<file path="config.mk">
export PLATFORM = sky130hd
export DESIGN_NAME = interface_name_mon_capture
export DESIGN_NICKNAME = d
export VERILOG_FILES = /design/src/rtl/interface_name_pkg_hdl.sv /design/src/rtl/interface_name_sync_fifo.sv /design/src/rtl/interface_name_mon_capture.sv
export SDC_FILE = /design/constraint.sdc
export NUM_CORES = 1
export LEC_CHECK = 0
export BUFFER_PORTS_ARGS = -buffer_cell sky130_fd_sc_hd__clkbuf_2
export CAP_MARGIN = 10
export CORE_UTILIZATION = 63
export CTS_BUF_LIST = sky130_fd_sc_hd__clkbuf_2 sky130_fd_sc_hd__clkbuf_4 sky130_fd_sc_hd__clkbuf_8
export DETAILED_ROUTE_END_ITERATION = 16
export PLACE_DENSITY = 0.82
export SYNTH_ARGS = -nofsm -noshare
export SYNTH_HDL_FRONTEND = slang
export SYNTH_HIERARCHICAL = 1
export SYNTH_SLANG_ARGS = --single-unit
</file>
<file path="constraint.sdc">
create_clock -name clock -period 12.23 [get_ports clock]
set_input_delay 0 -clock clock [delete_from_list [all_inputs] [get_ports clock]]
set_output_delay 0 -clock clock [all_outputs]
set_load 0.05 [all_outputs]
</file>
<file path="src/rtl/interface_name_pkg_hdl.sv">
// Shared types and default widths for the interface_name HDL-side monitor capture path.
// The record struct matches the default widths; parameterised instances pack the same field order.
package interface_name_pkg_hdl;

  localparam int CAP_ADDR_W = 32;
  localparam int CAP_DATA_W = 32;
  localparam int CAP_BEAT_W = 8;
  localparam int CAP_SEQ_W  = 16;
  localparam int CAP_DEPTH  = 8;

  typedef struct packed {
    logic [CAP_ADDR_W-1:0] addr;
    logic [CAP_BEAT_W-1:0] beats;
    logic [CAP_DATA_W-1:0] xor_data;
    logic [CAP_SEQ_W-1:0]  seq;
  } interface_name_cap_rec_t;

  typedef enum logic {
    CAP_IDLE,
    CAP_COLLECT
  } cap_state_e;

endpackage

</file>
<file path="src/rtl/interface_name_sync_fifo.sv">
// Show-ahead synchronous FIFO with occupancy count; head word reads as zero while empty.
// A push into a full FIFO is accepted only when a pop frees the head slot in the same cycle.
module interface_name_sync_fifo #(
  parameter int WIDTH = 8,
  parameter int DEPTH = 8,
  localparam int AW   = $clog2(DEPTH)
) (
  input  logic             clock,
  input  logic             reset,
  input  logic             push,
  input  logic [WIDTH-1:0] din,
  input  logic             pop,
  output logic [WIDTH-1:0] dout,
  output logic             full,
  output logic             empty,
  output logic [AW:0]      level
);

  logic [WIDTH-1:0] mem [DEPTH];
  logic [AW-1:0]    wr_ptr;
  logic [AW-1:0]    rd_ptr;
  logic             push_ok;
  logic             pop_ok;

  assign empty   = (level == '0);
  assign full    = (level == (AW+1)'(DEPTH));
  assign pop_ok  = pop & ~empty;
  assign push_ok = push & (~full | pop_ok);
  assign dout    = empty ? '0 : mem[rd_ptr];

  always_ff @(posedge clock) begin
    if (reset) begin
      wr_ptr <= '0;
      rd_ptr <= '0;
      level  <= '0;
    end else begin
      // Pointers wrap naturally because DEPTH is a power of two.
      if (push_ok) wr_ptr <= wr_ptr + 1'b1;
      if (pop_ok)  rd_ptr <= rd_ptr + 1'b1;
      case ({push_ok, pop_ok})
        2'b10:   level <= level + 1'b1;
        2'b01:   level <= level - 1'b1;
        default: level <= level;
      endcase
    end
  end

  // NOTE: storage is deliberately not reset; empty masks stale contents and resetting RAM costs logic.
  always_ff @(posedge clock) begin
    if (push_ok) mem[wr_ptr] <= din;
  end

endmodule

</file>
<file path="src/rtl/interface_name_mon_capture.sv">
// Monitor capture stage: assembles valid/ready beats into transaction records and queues them
// for the HVL proxy; records that find the queue full are dropped and counted.
module interface_name_mon_capture
  import interface_name_pkg_hdl::*;
#(
  parameter int ADDR_W = CAP_ADDR_W,
  parameter int DATA_W = CAP_DATA_W,
  parameter int BEAT_W = CAP_BEAT_W,
  parameter int SEQ_W  = CAP_SEQ_W,
  parameter int DEPTH  = CAP_DEPTH
) (
  input  logic                     clock,
  input  logic                     reset,
  input  logic                     enable,
  input  logic                     mon_valid,
  input  logic                     mon_ready,
  input  logic [ADDR_W-1:0]        mon_addr,
  input  logic [DATA_W-1:0]        mon_data,
  input  logic                     mon_last,
  output logic                     txn_valid,
  input  logic                     txn_ready,
  output logic [ADDR_W-1:0]        txn_addr,
  output logic [BEAT_W-1:0]        txn_beats,
  output logic [DATA_W-1:0]        txn_xor,
  output logic [SEQ_W-1:0]         txn_seq,
  output logic [$clog2(DEPTH):0]   fifo_level,
  output logic [15:0]              drop_count,
  output logic                     overflow
);

  localparam int REC_W = ADDR_W + BEAT_W + DATA_W + SEQ_W;

  cap_state_e        state_q, state_d;
  logic [ADDR_W-1:0] addr_q, cur_addr;
  logic [BEAT_W-1:0] beats_q, cur_beats;
  logic [DATA_W-1:0] xor_q, cur_xor;
  logic [SEQ_W-1:0]  seq_ctr;
  logic [REC_W-1:0]  fifo_din, fifo_dout;
  logic              beat, commit, pop, push, drop, full, empty;

  assign beat   = mon_valid & mon_ready & enable;
  assign commit = beat & mon_last;
  assign pop    = txn_valid & txn_ready;
  assign push   = commit & (~full | pop);
  assign drop   = commit & full & ~pop;

  // NOTE: every always_comb output gets a default first so no path leaves it unassigned (no latch).
  always_comb begin
    state_d   = state_q;
    cur_addr  = addr_q;
    cur_beats = beats_q;
    cur_xor   = xor_q;
    case (state_q)
      CAP_IDLE: begin
        if (beat) begin
          cur_addr  = mon_addr;
          cur_beats = BEAT_W'(1);
          cur_xor   = mon_data;
          state_d   = mon_last ? CAP_IDLE : CAP_COLLECT;
        end
      end
      CAP_COLLECT: begin
        if (beat) begin
          if (beats_q != '1) cur_beats = beats_q + 1'b1;
          cur_xor = xor_q ^ mon_data;
          if (mon_last) state_d = CAP_IDLE;
        end
      end
    endcase
  end

  // NOTE: registered state uses non-blocking assignments so every flop samples pre-edge values.
  always_ff @(posedge clock) begin
    if (reset) begin
      state_q <= CAP_IDLE;
      addr_q  <= '0;
      beats_q <= '0;
      xor_q   <= '0;
    end else begin
      state_q <= state_d;
      if (beat) begin
        addr_q  <= cur_addr;
        beats_q <= cur_beats;
        xor_q   <= cur_xor;
      end
    end
  end

  always_ff @(posedge clock) begin
    if (reset) begin
      seq_ctr    <= '0;
      drop_count <= '0;
      overflow   <= 1'b0;
    end else begin
      // Sequence advances on drops too, so consumers can see gaps.
      if (commit) seq_ctr <= seq_ctr + 1'b1;
      if (drop) begin
        overflow <= 1'b1;
        if (drop_count != 16'hFFFF) drop_count <= drop_count + 1'b1;
      end
    end
  end

  assign fifo_din = {cur_addr, cur_beats, cur_xor, seq_ctr};

  interface_name_sync_fifo #(
    .WIDTH (REC_W),
    .DEPTH (DEPTH)
  ) u_fifo (
    .clock (clock),
    .reset (reset),
    .push  (push),
    .din   (fifo_din),
    .pop   (pop),
    .dout  (fifo_dout),
    .full  (full),
    .empty (empty),
    .level (fifo_level)
  );

  assign txn_valid = ~empty;
  assign {txn_addr, txn_beats, txn_xor, txn_seq} = fifo_dout;

endmodule

</file>
==> out/qor.csv, run 1 <==
stage,metric,value,unit
worst_setup_path,crit_arrival,4720,ps
floorplan,die_area,52100,sq um
clock_tree,cts_buffer_depth,3,
worst_setup_path,critPathLaunchType,register,
drt,drc,0,
clock_tree,tritoncts,built,
floorplan,placementRows,82,
logic_synthesis,synth_area,32200,sq um
timing,tns,0,ps
finish,register_area,23500,sq um
logic_synthesis,ys_top_cells_by_area,"edfxtp_1 (66%), mux4_2 (12%), dfxtp_1 (7.4%)",
timing,period_minus_slack,4720,ps
logic_synthesis,synth_top_flop_cell,edfxtp_1,
logic_synthesis,yosysWarnings,6,
drt,first_pass_iters,5,
finish,synthToLayoutAreaGrowth,15.2,%
drt,wl_per_cell,24.2,microns
worst_setup_path,slowest_delay,960,ps
min_path,min_from,mon_addr[16],
place,place_congestion,0.761,
floorplan,ios,181,
place,place_hpwl,36200,microns
drt,routed_wl,68900,microns
finish,drive_gt1_frac,0.303,
worst_setup_path,critPathSlowestCell,buf_4,
clock_tree,clock-sinks,823,
finish,multi_input_area,8250,sq um
timing,final_hold_viol_count,0,
grt,grtUsageTotal,0.273,
job,cap_violations,0,
timing,finalCritPeriodShare,0.386,
finish,fin_util,0.738,
grt,grt_max_degree,72,
clock_tree,clkLatencyLatePin,770,ps
worst_setup_path,worst-path-max-fanout,54,
worst_setup_path,worstPathCellList,buf_4 > buf_4 > mux4_2 > mux2i_1 > nor2_1 > clkbuf_2,
worst_setup_path,crit_path_end_kind,primary output,
timing,maxSlewViolCount,0,
worst_setup_path,cpMostUsedCell,buf_4,
logic_synthesis,synthCells,1760,
pwr,leakagePower,12.3,nW
grt,overflow,0,
drt,detail_route.iter0.violations,1615,
clock_tree,cts_buffers,131,
logic_synthesis,synthTopCellsByCount,"edfxtp_1 (704), mux4_2 (176), nor2_1 (146)",
floorplan,core,50300,sq um
pwr,pwr_density_cell,149,nW/um^2
grt,antenna_found_initial,0,
clock_tree,clk_pin_slew,60,ps
logic_synthesis,async_flop_share,0,
drt,via_count,17633,
timing,fin_skew,33.3,ps
timing,tightest_slew,1160,ps
worst_setup_path,rr_startpoint,u_fifo/level[0],
pwr,ir_worst_vdd,0.0979,mV
drt,postRouteAntennaNets,0,
worst_setup_path,critPathKind,reg -> out,
grt,grt_pass1_wl,106000,microns
timing,max_freq,0.212,GHz
logic_synthesis,synth_cell_types,60,
logic_synthesis,synth_top_area_frac,0.656,
worst_setup_path,reg2reg_slack,8110,ps
timing,setup_viol,0,
timing,rsz0062_at_grt,false,
finish,layout.nets,2149,
timing,relSlewSlack,0.226,
logic_synthesis,avgSynthCellArea,18.3,sq um
min_path,hold_class,in -> reg,
floorplan,dieWidth,228,microns
logic_synthesis,syn_nets,1839,
finish,diodes,0,
floorplan,fp.dieH,228,microns
clock_tree,root_buffer,clkbuf_8,
grt,grt_pass1_vias,18719,
floorplan,start_util,0.641,
logic_synthesis,ys_seq_area_frac,0.730,
finish,n_fill_cell,2743,
run_status,outcome,"finished, final reports clean",
logic_synthesis,yosysMostFrequentCell,edfxtp_1,
worst_setup_path,required,12230,ps
place,port_buffers,180,
clock_tree,h-tree-depth,4,
logic_synthesis,ys_ff_latch,823,
logic_synthesis,synth_edf_count,704,
drt,viasPerCell,6.20,
logic_synthesis,synth_area_leader_cell,edfxtp_1,
==> flip-flops by register name, indices dropped and copies added, names as in the netlist, named ones only <==
signal         count
beats_q            8
xor_q             32
drop_count        16
overflow           1
addr_q            32
seq_ctr           16
u_fifo/wr_ptr      3
u_fifo/rd_ptr      3
u_fifo/level       4
u_fifo/mem       704
==> layout make-up <==
| cell class | instances | area share |
|---|---|---|
| Clock buffer | 210 | 0.0666 |
| Clock inverter | 25 | 0.00465 |
| Inverter | 8 | 0.000809 |
| Multi-Input combinational cell | 827 | 0.222 |
| Sequential cell | 823 | 0.634 |
| Tap cell | 672 | 0.0227 |
| Timing Repair Buffer | 279 | 0.0491 |
==> power by group <==
part	switching, W	total [W]	internal, W
Clock	0.00103	0.00233	0.00130
Combinational	0.0000836	0.000132	0.0000487
Sequential	0.00000591	0.00306	0.00305
Total	0.00112	0.00552	0.00440
==> kinds of logic after synthesis <==
| kind of cell | count (synthesis) | synth area share |
|---|---|---|
| DFF | 823 | 0.730 |
| and+or+nand+nor | 340 | 0.0531 |
| muxes | 302 | 0.163 |
| AOI/OAI and AO/OA | 145 | 0.0255 |
| buffers and inverters | 110 | 0.0163 |
| xor gates and xnor gates | 32 | 0.00870 |
| adders and majority gates | 8 | 0.00334 |
==> stage by stage <==
step	worst slack (ps)	power [W]	area, sq um	cells	hold slack [ps]
2_1_floorplan	3170	0.00318	32200	1760	72.8
5_1_grt	7060	0.00569	37100	2844	201
3_3_place_gp	8170	0.00322	33800	2538	420
6_report	7510	0.00552	37100	2844	205
3_5_place_dp	8130	0.00322	33800	2538	434
4_1_cts	7300	0.00555	37100	2844	137
==> final timing paths <==
kind,endpoint,depth (start not counted)
hold reg to reg,overflow,2
setup / recovery,txn_addr[13],6
hold / removal,u_fifo/mem[4][72],3
setup reg to reg,u_fifo/mem[4][8],8
==> layout by cell type, fill, tap and decap left out, drive strengths merged, types with 29 or more instances in the layout <==
cell type,count
a21oi,83
buf,29
clkbuf,389
dfxtp,119
dlygate4sd3,71
edfxtp,704
mux2,33
mux2i,93
mux4,176
nand3,48
nor2,146
nor2b,70
o21ai,38
==> worst max-delay path, delay by kind of cell, from the launching register on <==
family / cells / cell delay (ps)
flops: 1 / 810
mux: 2 / 850
buf+inv: 3 / 2090
simple gates: 1 / 90
==> timing repair <==
| item | CTS | global route |
|---|---|---|
| hold endpoints to repair | 601 | 0 |
| setup buffers | 0 | 0 |
| endpoints found under the setup margin | 0 | 0 |
| resized for setup | 0 | 0 |
| hold buffers | 71 | 0 |
==> metal layers <==
layer / track usage / wire length [microns]
met1: 0.343 / 26000
met2: 0.458 / 35000
met3: 0.0695 / 5750
met4: 0.108 / 2050
met5: 0 / 0
Power figures use the tool's default switching activity.
==> run 2, diff against run 1 <==
- CORE_UTILIZATION: 63 -> 57
- PLACE_DENSITY: 0.82 -> 0.78
- clock period: 12.23 -> 3.95 ns (I/O delays scaled with it)
==> run 2 against run 1 <==
  * Largest power group unchanged
  * Clock-buffer cell count down 22
  * Clock skew down 10 ps
  * Worst hold slack worse by 110 ps
  * Highest routed layer is now met5
  * Clock power rose to 3.2 times the previous value
  * Final cell count up 2.7%
  * Die area up 10%
  * Total power rose to 3.1 times the previous value
  * Non-clock buffer count down 2
  * Via count down 2.2%
==> out/qor.csv, run 2 (synthesis gave the netlist of run 1 again) <==
stage,metric,value,unit,change
run_status,outcome,"finished, final reports clean",,
worst_setup_path,critPathKind,reg -> out,,
place,place_congestion,0.791,,+4.0%
finish,reg.largest.list,"u_fifo/mem (704), addr_q (32), xor_q (32)",,
timing,setup_ws,727,ps,-6780 ps
drt,detail_route.iter0.violations,1340,,-17%
pwr,ir_worst_vdd,0.305,mV,+210%
grt,grt_max_degree,89,,+24%
grt,overflow,0,,unchanged
grt,grtUsageTotal,0.236,,-0.0367
job,cap_violations,0,,unchanged
floorplan,core,55500,sq um,+10%
finish,drive_gt1_frac,0.306,,+0.00216
grt,grt_pass1_wl,101000,microns,-5.1%
timing,timing.hold.ws,98.9,ps,-106 ps
worst_setup_path,crit_buf_inv,2,,-1
finish,stdcell_count,2922,,+2.7%
floorplan,start_util,0.581,,-0.0606
timing,final_hold_viol_count,0,,unchanged
floorplan,die_area,57500,sq um,+10%
drt,routed_wl,65200,microns,-5.4%
clock_tree,tritoncts,built,,
worst_setup_path,critPathLaunchType,register,,
place,port_buffers,180,,unchanged
finish,fin_area,37500,sq um,+0.98%
timing,maxSlewViolCount,0,,unchanged
timing,setup_viol,0,,unchanged
worst_setup_path,crit_arrival,3220,ps,-1500 ps
clock_tree,clock-sinks,823,,unchanged
place,dp_cells,2614,,+3.0%
finish,top_register,u_fifo/mem,,
worst_setup_path,slowest_delay,950,ps,about the same
grt,grt_pass1_vias,18079,,-3.4%
timing,period_minus_slack,3220,ps,
pwr,leakagePower,12.4,nW,+0.43%
pwr,design_power_total,0.0172,W,+210%
finish,synthToLayoutAreaGrowth,16.3,%,
grt,antenna_found_initial,2,,+2
clock_tree,ctsResizeCount,0,,unchanged
worst_setup_path,required,3950,ps,-8280 ps
drt,postRouteAntennaNets,0,,unchanged
place,place_area,34100,sq um,+0.92%
floorplan,fp.dieH,240,microns,+5.1%
drt,drc,0,,unchanged
clock_tree,clkLatencyLatePin,760,ps,about the same
clock_tree,cts_buffer_depth,3,,unchanged
worst_setup_path,critPathSlowestCell,dfxtp_4,,
clock_tree,root_buffer,clkbuf_8,,
min_path,hold_class,in -> reg,,
timing,max_freq,0.310,GHz,
clock_tree,clk_pin_slew,60,ps,about the same
finish,final_cell_mix,"edfxtp_1 (704), clkbuf_2 (179), mux4_2 (176)",,
timing,fin_skew,23.1,ps,-10.2 ps
finish,multi_input_area,8270,sq um,+0.32%
drt,first_pass_iters,5,,unchanged
drt,wl_per_cell,22.3,microns,-7.9%
clock_tree,h-tree-depth,4,,unchanged
worst_setup_path,worst-path-max-fanout,55,,+1.9%
floorplan,dieWidth,240,microns,+5.1%
drt,via_count,17241,,-2.2%
floorplan,ios,181,,unchanged
timing,rsz0062_at_grt,false,,
worst_setup_path,critPathTopFamily,flip-flops,,
timing,relSlewSlack,0.243,,+0.0176
finish,layout_commonest_cell,edfxtp_1,,
finish,largest_register_ffs,704,,unchanged
timing,finalCritPeriodShare,0.816,,
clock_tree,cts_buffers,130,,-0.76%
timing,tightest_slew,1130,ps,-26.4 ps
worst_setup_path,crit_path_end_kind,primary output,,
finish,n_fill_cell,3517,,+28%
place,place_hpwl,35000,microns,-3.4%
finish,register_area,23600,sq um,about the same
finish,layout.nets,2146,,-0.14%
floorplan,placementRows,86,,+4.9%
place,place_ws,899,ps,-7230 ps
pwr,pwr_density_cell,460,nW/um^2,+210%
drt,viasPerCell,5.90,,-4.8%
worst_setup_path,worstPathCellList,buf_4 > mux4_2 > mux2i_1 > nor2_1 > clkbuf_2,,
-- run 2: changes by cell type in the layout (fill, tap and decap cells not counted), sizes merged --
cell | before | now
clkinvlp | 5 | 9
clkbuf | 389 | 367
clkinv | 13 | 29
bufinv | 1 | 6
dlygate4sd3 | 71 | 69
diode | 0 | 1
-- run 2: repair_timing --
item                      4_1_cts  5_1_grt
buffers inserted                0        0
hold endpoints to repair      619        0
hold buffers                   69        0
-- run 2: final cells by class --
class / instances / area share
flip-flops and latches: 823 / 0.628
multi-input cells: 827 / 0.221
clock buffers: 188 / 0.0610
repair buffers: 277 / 0.0528
well taps: 748 / 0.0250
clock inverters: 50 / 0.0114
inverters: 8 / 0.000801
diodes: 1 / 0.0000668
-- run 2: final timing paths --
check / startpoint / to / slack [ps] / depth (start not counted)
max: register / txn_seq[0] / 730 / 5
min: mon_last / seq_ctr[1] / 100 / 5
max reg2reg: u_fifo/level[0] / u_fifo/mem[7][1] / 880 / 6
min reg2reg: overflow / overflow / 450 / 2
-- run 2: metal layers --
metal / wire, microns / GRT usage / vias to the layer above
met2: 32400 / 0.381 / 694
li1: - / - / 7606
met1: 27000 / 0.318 / 8822
met4: 1350 / 0.0835 / 2
met5: 11 / 0 / -
met3: 4450 / 0.0542 / 117
-- run 2: worst register-to-register path, delay by kind of cell (launching register included) --
family                 cells  cell delay [ps]
DFF                        1              400
and+or+nand+nor            3             1090
buffers and inverters      1              380
AOI/OAI and AO/OA          2              860
-- run 2: through the flow --
stage | TNS, ps | util
global placement | 0 | 0.614
detailed placement | 0 | 0.614
finish | 0 | 0.675
global route | 0 | 0.675
CTS | 0 | 0.675
floorplan | -140140 | -
-- run 2: report_power, final --
part           total [W]  internal (W)  switching, W
registers        0.00945       0.00944     0.0000165
clock network    0.00739       0.00415       0.00325
logic           0.000399      0.000151      0.000248
total             0.0172        0.0137       0.00351
